==> config.mk <==
export PLATFORM = sky130hd
export DESIGN_NAME = psk_frame_mapper_flat
export DESIGN_NICKNAME = d
export VERILOG_FILES = /design/src/rtl/psk_pkg.sv /design/src/rtl/psk_frame_mapper_if.sv /design/src/rtl/psk_sym_timer.sv /design/src/rtl/psk_frame_mapper.sv /design/src/flat_wrapper.sv
export SDC_FILE = /design/constraint.sdc
export NUM_CORES = 1
export LEC_CHECK = 0
export ABC_AREA = 1
export CAP_MARGIN = 20
export CORE_MARGIN = 8
export CORE_UTILIZATION = 51
export DETAILED_ROUTE_END_ITERATION = 7
export PLACE_DENSITY = 0.8
export SYNTH_ARGS = -nofsm -noshare
export SYNTH_HDL_FRONTEND = slang
export SYNTH_SLANG_ARGS = --single-unit
==> constraint.sdc <==
create_clock -name clk_16M384 -period 2.5 [get_ports clk_16M384]
set_input_delay 0.25 -clock clk_16M384 [delete_from_list [all_inputs] [get_ports clk_16M384]]
set_output_delay 0.25 -clock clk_16M384 [all_outputs]
set_load 0.01 [all_outputs]
==> src/rtl/psk_pkg.sv <==
// Shared PSK definitions: mode encodings, default amplitudes and the symbol
// mapper, also used by the Rx reference model.
package psk_pkg;

   localparam logic [3:0] MODE_BPSK = 4'b0001;
   localparam logic [3:0] MODE_QPSK = 4'b0010;
   localparam logic [3:0] MODE_MIX  = 4'b0100;

   localparam int DEF_AMP_BPSK  = 2047;
   localparam int DEF_AMP_QPSK  = 1447;
   localparam int DEF_HDR_BYTES = 2;

   typedef enum logic [1:0] {
      FM_BPSK,
      FM_QPSK,
      FM_MIX
   } frame_mode_t;

   typedef struct packed {
      logic signed [31:0] i;
      logic signed [31:0] q;
   } iq_t;

   // Anything that is not exactly QPSK or MIX falls back to BPSK.
   function automatic frame_mode_t decode_mode(input logic [3:0] m);
      case (m)
         MODE_QPSK: return FM_QPSK;
         MODE_MIX:  return FM_MIX;
         default:   return FM_BPSK;
      endcase
   endfunction

   // bits[1] is the first-transmitted bit; BPSK uses bits[0] only.
   function automatic iq_t psk_map(input logic [1:0] bits, input logic is_bpsk,
                                   input int amp_bpsk, input int amp_qpsk);
      iq_t r;
      if (is_bpsk) begin
         r.i = bits[0] ? -amp_bpsk : amp_bpsk;
         r.q = '0;
      end else begin
         r.i = bits[1] ? -amp_qpsk : amp_qpsk;
         r.q = bits[0] ? -amp_qpsk : amp_qpsk;
      end
      return r;
   endfunction

endpackage

==> src/rtl/psk_frame_mapper_if.sv <==
// Byte stream into the PSK mapper: AXI-stream-style valid/ready/last.
interface psk_frame_mapper_if #(
   parameter int DATA_W = 8
);
   logic [DATA_W-1:0] tdata;
   logic              tvalid;
   logic              tlast;
   logic              tready;

   modport master (output tdata, output tvalid, output tlast, input tready);
   modport slave  (input tdata, input tvalid, input tlast, output tready);
endinterface

==> src/rtl/psk_sym_timer.sv <==
// Free-running symbol-rate divider; strobe marks the last cycle of each period.
module psk_sym_timer #(
   parameter int SYM_DIV = 16
) (
   input  logic clk_16M384,
   input  logic rst_16M384,
   output logic strobe
);
   localparam int CW = (SYM_DIV > 2) ? $clog2(SYM_DIV) : 1;
   localparam logic [CW-1:0] LAST = CW'(SYM_DIV - 1);

   logic [CW-1:0] cnt;

   always_ff @(posedge clk_16M384) begin
      if (rst_16M384)
         cnt <= '0;
      else if (cnt == LAST)
         cnt <= '0;
      else
         cnt <= cnt + CW'(1);
   end

   assign strobe = (cnt == LAST);
endmodule

==> src/rtl/psk_frame_mapper.sv <==
// Serialises a framed byte stream MSB-first into BPSK/QPSK symbols and maps
// them to signed I/Q amplitudes at the symbol rate.
module psk_frame_mapper
   import psk_pkg::*;
#(
   parameter int DATA_W    = 8,
   parameter int IQ_W      = 12,
   parameter int SYM_DIV   = 16,
   parameter int AMP_BPSK  = DEF_AMP_BPSK,
   parameter int AMP_QPSK  = DEF_AMP_QPSK,
   parameter int HDR_BYTES = DEF_HDR_BYTES
) (
   input  logic                   clk_16M384,
   input  logic                   rst_16M384,
   input  logic [3:0]             MODE_CTRL,
   psk_frame_mapper_if.slave      data,
   output logic signed [IQ_W-1:0] sym_I,
   output logic signed [IQ_W-1:0] sym_Q,
   output logic [1:0]             sym_bits,
   output logic                   sym_bpsk,
   output logic                   sym_vld,
   output logic                   sym_last,
   output logic                   underflow
);
   localparam int BW    = $clog2(DATA_W + 1);
   localparam int IDX_W = $clog2(HDR_BYTES + 2);
   localparam logic [BW-1:0]    FULL_BITS = BW'(DATA_W);
   localparam logic [IDX_W-1:0] HDR_IDX   = IDX_W'(HDR_BYTES);

   logic strobe;

   // hold register
   logic              hold_full, hold_last, hold_bpsk;
   logic [DATA_W-1:0] hold_data;
   // shift register
   logic [DATA_W-1:0] sh_data;
   logic [BW-1:0]     sh_bits;
   logic              sh_bpsk, sh_last;
   // frame tracking
   logic              frame_start, sym_idle;
   frame_mode_t       frame_mode;
   logic [IDX_W-1:0]  byte_idx;

   // combinational helpers
   logic              accept, acc_bpsk, sh_has, have_sym, src_bpsk, src_last, out_last;
   frame_mode_t       cur_mode;
   logic [IDX_W-1:0]  cur_idx, idx_nxt;
   logic [DATA_W-1:0] src_data;
   logic [BW-1:0]     src_bits, rem_bits;
   logic [1:0]        nxt_bits;
   iq_t               map;

   psk_sym_timer #(.SYM_DIV(SYM_DIV)) u_timer (
      .clk_16M384 (clk_16M384),
      .rst_16M384 (rst_16M384),
      .strobe     (strobe)
   );

   assign data.tready = ~hold_full;

   always_comb begin
      accept   = data.tvalid & ~hold_full;
      cur_mode = frame_start ? decode_mode(MODE_CTRL) : frame_mode;
      cur_idx  = frame_start ? '0 : byte_idx;
      idx_nxt  = (cur_idx < HDR_IDX) ? cur_idx + IDX_W'(1) : cur_idx;
      acc_bpsk = (cur_mode == FM_BPSK) || ((cur_mode == FM_MIX) && (cur_idx < HDR_IDX));

      // Shift register has priority; the hold byte is only tapped once it is empty.
      sh_has   = (sh_bits != '0);
      have_sym = strobe & (sh_has | hold_full);
      src_data = sh_has ? sh_data : hold_data;
      src_bits = sh_has ? sh_bits : FULL_BITS;
      src_bpsk = sh_has ? sh_bpsk : hold_bpsk;
      src_last = sh_has ? sh_last : hold_last;
      rem_bits = src_bits - (src_bpsk ? BW'(1) : BW'(2));
      out_last = src_last & (rem_bits == '0);
      nxt_bits = src_bpsk ? {1'b0, src_data[DATA_W-1]} : src_data[DATA_W-1 -: 2];
      map      = psk_map(nxt_bits, src_bpsk, AMP_BPSK, AMP_QPSK);
   end

   always_ff @(posedge clk_16M384) begin
      if (rst_16M384) begin
         hold_full   <= 1'b0;
         hold_last   <= 1'b0;
         hold_bpsk   <= 1'b0;
         hold_data   <= '0;
         sh_data     <= '0;
         sh_bits     <= '0;
         sh_bpsk     <= 1'b0;
         sh_last     <= 1'b0;
         frame_start <= 1'b1;
         frame_mode  <= FM_BPSK;
         byte_idx    <= '0;
         sym_idle    <= 1'b1;
         sym_I       <= '0;
         sym_Q       <= '0;
         sym_bits    <= '0;
         sym_bpsk    <= 1'b0;
         sym_vld     <= 1'b0;
         sym_last    <= 1'b0;
         underflow   <= 1'b0;
      end else begin
         sym_vld <= 1'b0;

         if (have_sym && !sh_has)
            hold_full <= 1'b0;
         if (accept) begin
            hold_full   <= 1'b1;
            hold_data   <= data.tdata;
            hold_last   <= data.tlast;
            hold_bpsk   <= acc_bpsk;
            frame_mode  <= cur_mode;
            frame_start <= data.tlast;
            byte_idx    <= data.tlast ? '0 : idx_nxt;
         end

         if (have_sym) begin
            sh_data  <= src_bpsk ? (src_data << 1) : (src_data << 2);
            sh_bits  <= rem_bits;
            sh_bpsk  <= src_bpsk;
            sh_last  <= src_last;
            sym_vld  <= 1'b1;
            sym_I    <= IQ_W'(map.i);
            sym_Q    <= IQ_W'(map.q);
            sym_bits <= nxt_bits;
            sym_bpsk <= src_bpsk;
            sym_last <= out_last;
            sym_idle <= out_last;
         end else if (strobe) begin
            // Empty slot: silence the outputs; it is an underflow only inside a frame.
            sym_I    <= '0;
            sym_Q    <= '0;
            sym_bits <= '0;
            sym_bpsk <= 1'b0;
            sym_last <= 1'b0;
            if (!sym_idle)
               underflow <= 1'b1;
         end
      end
   end
endmodule

==> src/flat_wrapper.sv <==
// flat-port wrapper written by rule: the top's interface ports become plain ports
module psk_frame_mapper_flat import psk_pkg::*;
#(
   parameter int DATA_W    = 8,
   parameter int IQ_W      = 12,
   parameter int SYM_DIV   = 16,
   parameter int AMP_BPSK  = DEF_AMP_BPSK,
   parameter int AMP_QPSK  = DEF_AMP_QPSK,
   parameter int HDR_BYTES = DEF_HDR_BYTES
)
  (clk_16M384, rst_16M384, MODE_CTRL, sym_I, sym_Q, sym_bits, sym_bpsk, sym_vld, sym_last, underflow, data_tdata, data_tvalid, data_tlast, data_tready);
  psk_frame_mapper_if #(.DATA_W(DATA_W)) data_i ();
  input  logic clk_16M384;
  input  logic rst_16M384;
  input  logic [3:0] MODE_CTRL;
  output logic signed [IQ_W-1:0] sym_I;
  output logic signed [IQ_W-1:0] sym_Q;
  output logic [1:0] sym_bits;
  output logic sym_bpsk;
  output logic sym_vld;
  output logic sym_last;
  output logic underflow;
  input wire logic [$bits(data_i.tdata)-1:0] data_tdata;
  input wire logic [$bits(data_i.tvalid)-1:0] data_tvalid;
  input wire logic [$bits(data_i.tlast)-1:0] data_tlast;
  output wire logic [$bits(data_i.tready)-1:0] data_tready;
  assign data_i.tdata = data_tdata;
  assign data_i.tvalid = data_tvalid;
  assign data_i.tlast = data_tlast;
  assign data_tready = data_i.tready;
  psk_frame_mapper #(.DATA_W(DATA_W), .IQ_W(IQ_W), .SYM_DIV(SYM_DIV), .AMP_BPSK(AMP_BPSK), .AMP_QPSK(AMP_QPSK), .HDR_BYTES(HDR_BYTES)) u_core (.clk_16M384(clk_16M384), .rst_16M384(rst_16M384), .MODE_CTRL(MODE_CTRL), .data(data_i), .sym_I(sym_I), .sym_Q(sym_Q), .sym_bits(sym_bits), .sym_bpsk(sym_bpsk), .sym_vld(sym_vld), .sym_last(sym_last), .underflow(underflow));
endmodule
; ---- After elaboration in Yosys (flattened, before gate mapping)
; Index checks and enable logic that the tools add are counted.
[op_classes]
bitwise = 7
add_sub_neg = 3
n_reduce_logical = 11
n_mux = 27
n_eq_ne = 4
order_cmp = 1
[op_table]
columns = operator, n
row1 = 2-to-1 mux 12 bit, 5
row2 = 2-to-1 mux 44 bit, 1
row3 = 2-to-1 mux 32 bit, 1
row4 = 2-to-1 mux 2 bit, 8
row5 = 2-to-1 mux 8 bit, 2
row6 = 2-to-1 mux 1 bit, 8
row7 = adder 4 x 1 -> 4 bit (second input constant), 1
row8 = equality test 4 x 2 -> 1 bit (second input constant), 1
row9 = equality test 4 x 3 -> 1 bit (second input constant), 1
row10 = equality test 4 bit (second input constant), 1
row11 = logical NOT 4 bit, 1
row12 = 2-to-1 mux 4 bit, 1
row13 = one-hot mux 2 bit (2 select lines), 1
row14 = nonzero test 2 bit, 2
row15 = nonzero test 4 bit, 1
row16 = subtractor 4 bit, 1
row17 = bitwise AND 1 bit, 3
row18 = inverter 1 bit, 3
row19 = AND reduction 3 bit, 1
row20 = adder 2 x 1 -> 2 bit (second input constant), 1
row21 = equality test 2 bit (second input constant), 1
row22 = logical AND 1 bit, 2
row23 = logical NOT 2 bit, 1
row24 = < comparator 2 bit (second input constant), 1
row25 = 4 further kinds, 4
[word_totals]
inputBits = 16
output_inout_bits = 31
regBits = 65

; ---- Logic depth before layout (Yosys ltp)
[logic_depth]
word_depth = 7
mapped_depth = 12
depth_no_buf = 12

; ---- Modules after synthesis
; Synthesis repeated with hierarchy kept, for this count alone.
[hier_totals]
hier_cells = 310
hier_area_um2 = 2382.3
[modules_own_cells]
columns = module, instances, area_each_um2, cells_per_inst, seq_area_each_um2
row1 = psk_frame_mapper, 1, 2222.1, 292, 860.8
row2 = psk_sym_timer, 1, 160.2, 18, 80.1

; ---- Worst setup path after synthesis
; No wires, ideal clock.
[synth_timing]
path_kind = register to register
startpoint = register u_core.sh_bits[2]
endpoint = register u_core.sym_last
required_time_ns = 2.442
setup_slack_ns = 0.551
path_stages_with_launch = 11
arrival_ns = 1.890
setup_ns = 0.058
period_less_slack_ns = 1.949
n_path_buf = 0
cell_sequence = dfxtp_1 > nor2_2 > nand2_2 > nand2_1 > nand2_4 > ha_1 > fa_1 > inv_1 > nor3_1 > nand4_1 > nand2_1
[synth_via]
elab_chain_cells = 7
elab_cells_between_ends = 12
[synth_rtl]
columns = item, line_no
row1 = from (decl), psk_frame_mapper.sv:37  ; logic [BW-1:0] sh_bits;
row2 = from (signal assigned), psk_frame_mapper.sv:119  ; sh_bits <= rem_bits;
row3 = nonzero test 4 bit, psk_frame_mapper.sv:69  ; sh_has = (sh_bits != '0);
row4 = 2-to-1 mux 1 bit, psk_frame_mapper.sv:73  ; src_bpsk = sh_has ? sh_bpsk : hold_bpsk;
row5 = net u_core.src_bpsk, psk_frame_mapper.sv:45  ; logic accept, acc_bpsk, sh_has, have_sym, src_bpsk, src_last, out_last;
row6 = 2-to-1 mux 2 bit, psk_frame_mapper.sv:75  ; rem_bits = src_bits - (src_bpsk ? BW'(1) : BW'(2));
row7 = subtractor 4 bit, psk_frame_mapper.sv:75
row8 = logical NOT 4 bit, psk_frame_mapper.sv:76  ; out_last = src_last & (rem_bits == '0);
row9 = bitwise AND 1 bit, psk_frame_mapper.sv:76
row10 = 2-to-1 mux 1 bit, psk_frame_mapper.sv:117  ; if (have_sym) begin
row11 = to (signal assigned), psk_frame_mapper.sv:127  ; sym_last <= out_last;
row12 = to (decl), psk_frame_mapper.sv:22  ; output logic sym_last,
; The timed path passes the listed nets, and every way through them passes these cells.
; A chain may end at the register's enable or synchronous reset.

; ---- Final worst setup path
; Same ends and word-level chain as after synthesis.

==> summary.md <==
| Metric | Value |
|---|---|
| Post-cts resize count | `0` |
| GRT busiest layer | `met2` |
| Initial Util | `0.525` |
| Placed insts | `382` |
| CP max-delay cell | `fa_1` |
| WS Path Type | `flop to flop` |
| GP Congestion | `0.885` |
| DR WL/cell | `12.4 um` |
| Setup TNS | `0 ps` |
| CTS Root Cell | `clkbuf_8` |
| Leak pwr | `1.19 nW` |
| Layout Cells excl Fill | `390` |
| 1st-iter DRT viols | `96` |
| RSZ-0062 raised after global routing | `false` |
| Ys Warns | `0` |
| Synth Instances | `306` |
| Final Util | `0.638` |
| Max_cap viols | `0` |
| Layout cells sized above 1 | `0.0828` |
| Pwr Density | `540 mW/mm^2` |
| Met1 usage | `0.167` |
| Vias per inst | `5.08` |
| Setup Skew | `6.41 ps` |
| Clock Power Share | `0.373` |
| Met3 Use GR | `0.0379` |
| Most frequent cells in the layout | `82 x nand2_1, 47 x dfxtp_1, 46 x clkdlybuf4s50_1` |
| GRT overflow | `0` |
| H-tree Lvls | `2` |
| Switching Fraction | `0.238` |
| Status | `completed` |
| # setup viols final | `0` |
| Sequential group share of total power | `0.528` |
| CTS Hold Buffers Added | `0` |
| Total net switching power | `0.355 mW` |
| Final Routed Wirelength | `4.83 mm` |
| GR Util met2 | `0.275` |
| Worst path max stage delay | `510 ps` |
| Crit-path cells | `nor2_2 > buf_4 > nand3_2 > nand2_4 > ha_1 > fa_1 > inv_1 > nor3_1 > nand4_1 > nand2_1` |
| Pin count of the biggest net entering global routing | `28` |
| DP HPWL | `3.73 mm` |
| Antenna-violating nets left | `0` |
| Crit. End Element | `flop` |
| Longest Clk Path Bufs | `2` |
| Die area | `0.00684 mm^2` |
| Commonest non-fill, non-tap cell in the layout | `nand2_1` |
| Post-synth net total | `327` |
| CTS tree | `built` |
| Sequential-to-total area share from yosys stat | `0.414` |
| Placeable Area | `0.00432 mm^2` |
| Synthesis-to-layout area growth | `21.4%` |
| Total CTS buffers | `5` |
| Comb power frac | `0.099` |
| Antenna cells | `0` |
| Final Hold Viols | `0` |
| Mapped Area | `0.00227 mm^2` |
| Cell internal pwr | `1.13 mW` |
| Vias in the first global route | `1880` |
| Total GRT Usage | `0.155` |
| Worst Path Required | `2750 ps` |
| Worst-Margin Slew | `425 ps` |
| CTS clk-pin slew, worst paths | `80 ps` |
| Post-CTS setup repair buffer count | `0` |
| Max frequency | `472 MHz` |
| Peak supply drop | `0.404 mV` |
| Worst Path Buf+Inv | `2` |
| Initial antenna violation count | `0` |
| Vias after detailed routing | `1981` |
| Crit share post-route | `0.848` |
| Port buffer count | `46` |
| Hold WC Path Type | `flop to flop` |
| Fill cells | `392` |
| Avg Cell Area, Syn | `7.42 um^2` |
| DIE WIDTH | `82.7 um` |
| Remaining routing DRC violations | `0` |
| TritonRoute pass-1 iters | `4` |
| Clk Latency, worst-skew pair | `300 ps` |
| CTS Sinks | `47` |
| I/O pin cnt | `47` |
| Fin crit period | `2120 ps` |
| First-pass GRT wire length | `8.27 mm` |
| Delay-heaviest family, CP | `adder cells` |
| Fin. max-slew vios | `0` |
| Distinct cells, synth | `32` |
| Nets | `358` |
| Max FO, Critical Path | `10` |
| Flop and latch count out of synthesis | `47` |
| CP arrival | `2370 ps` |
| Critical Path Start Type | `flop` |
| Min Hold Slack | `451 ps` |
| Die Y | `82.7 um` |
| Cell row count | `24` |
| Headroom to the max-slew limit | `0.716` |
cells by family (layout without fill, tap and decap cells):
logic type               after synthesis  in the layout  synth area share
flip-flops                            47             47             0.414
buffers and inverters                 60             92             0.139
AO/OA/AOI/OAI                         46             46             0.116
adder cells (fa/ha/maj)                5              5            0.0309
AND/OR/NAND/NOR                      147            147             0.296
XOR/XNOR                               1              1           0.00386
registers in the layout, indices dropped and copies added, names as in the netlist, 2 cells and up:
| name | flops |
|---|---|
| u_core.sym_I | 4 |
| u_core.hold_data | 8 |
| u_core.sym_Q | 3 |
| u_core.u_timer.cnt | 4 |
| u_core.sh_bits | 4 |
| u_core.sh_data | 7 |
| u_core.byte_idx | 2 |
| u_core.sym_bits | 2 |
| u_core.frame_mode | 2 |
area by class of cell:
class | instances | area (um^2) | area share
Sequential cell | 47 | 941 | 0.341
Tap cell | 52 | 65.1 | 0.0236
Clock inverter | 3 | 43.8 | 0.0159
Timing Repair Buffer | 51 | 498 | 0.181
Multi-Input combinational cell | 199 | 1010 | 0.368
Clock buffer | 5 | 68.8 | 0.0250
Inverter | 33 | 126 | 0.0458
path summary, 6_finish.rpt:
kind                          from               endpoint  cells past startpoint  slack [ps]
max              u_core.sh_bits[2]        u_core.sym_last                     10         380
min reg2reg  u_core.u_timer.cnt[0]  u_core.u_timer.cnt[0]                      1         450
min          u_core.u_timer.cnt[0]  u_core.u_timer.cnt[0]                      1         450
max reg2reg      u_core.sh_bits[2]        u_core.sym_last                     10         380
power groups by stage:
| stage | Sequential [mW] | Combinational [mW] | Clock (mW) |
|---|---|---|---|
| final | 0.787 | 0.148 | 0.555 |
| after CTS | 0.787 | 0.149 | 0.568 |
| after detailed placement | 0.804 | 0.148 | 0 |
| after floorplan | 0.800 | 0.0969 | 0 |
| after global routing | 0.790 | 0.169 | 0.599 |
| after global placement | 0.803 | 0.145 | 0 |
metrics by stage:
stage	setup WS, ps	total power [mW]	area [um^2]
finish	380	1.49	2760
floorplan	551	0.897	2270
global placement	460	0.948	2650
CTS	388	1.50	2760
detailed placement	412	0.952	2650
global route	218	1.56	2760
layer usage:
metal  vias to the layer above  wire length, um
li1                       1023                -
met1                       904             2040
met2                        43             2480
met3                        11              216
met4                         0               93
met5                         -                0
worst reg2reg max path: stages, from the launching register on:
cell and delay, ps:
dfxtp_1 420, nor2_2 70, buf_4 170, nand3_2 110, nand2_4 90, ha_1 220
fa_1 510, inv_1 50, nor3_1 240, nand4_1 130, nand2_1 70
cells in the mapped netlist:
cell / count / area (um^2)
a21oi_1: 16 / 80.1
buf_2: 1 / 5.00
nor3_1: 2 / 10.0
nand3b_1: 1 / 7.51
nor2_2: 1 / 6.26
nand3_4: 1 / 17.5
buf_4: 19 / 143
ha_1: 4 / 50.1
nand2_8: 1 / 20.0
nand2_4: 1 / 11.3
dfxtp_1: 47 / 941
nor2_1: 23 / 86.3
o21ai_1: 2 / 10.0
a211oi_2: 2 / 25.0
nand3_1: 26 / 130
clkbuf_1: 5 / 18.8
nand4_1: 3 / 18.8
nor2_4: 3 / 33.8
inv_1: 30 / 113
o21ai_0: 20 / 100
xor2_1: 1 / 8.76
nand2_2: 2 / 12.5
inv_4: 1 / 6.26
fa_1: 1 / 20.0
a31oi_1: 1 / 6.26
nand3_2: 1 / 10.0
buf_6: 2 / 22.5
o21a_1: 1 / 7.51
nand2_1: 82 / 308
inv_2: 2 / 7.51
o211a_1: 2 / 20.0
o211ai_1: 2 / 15.0
Power figures use the tool's default switching activity.
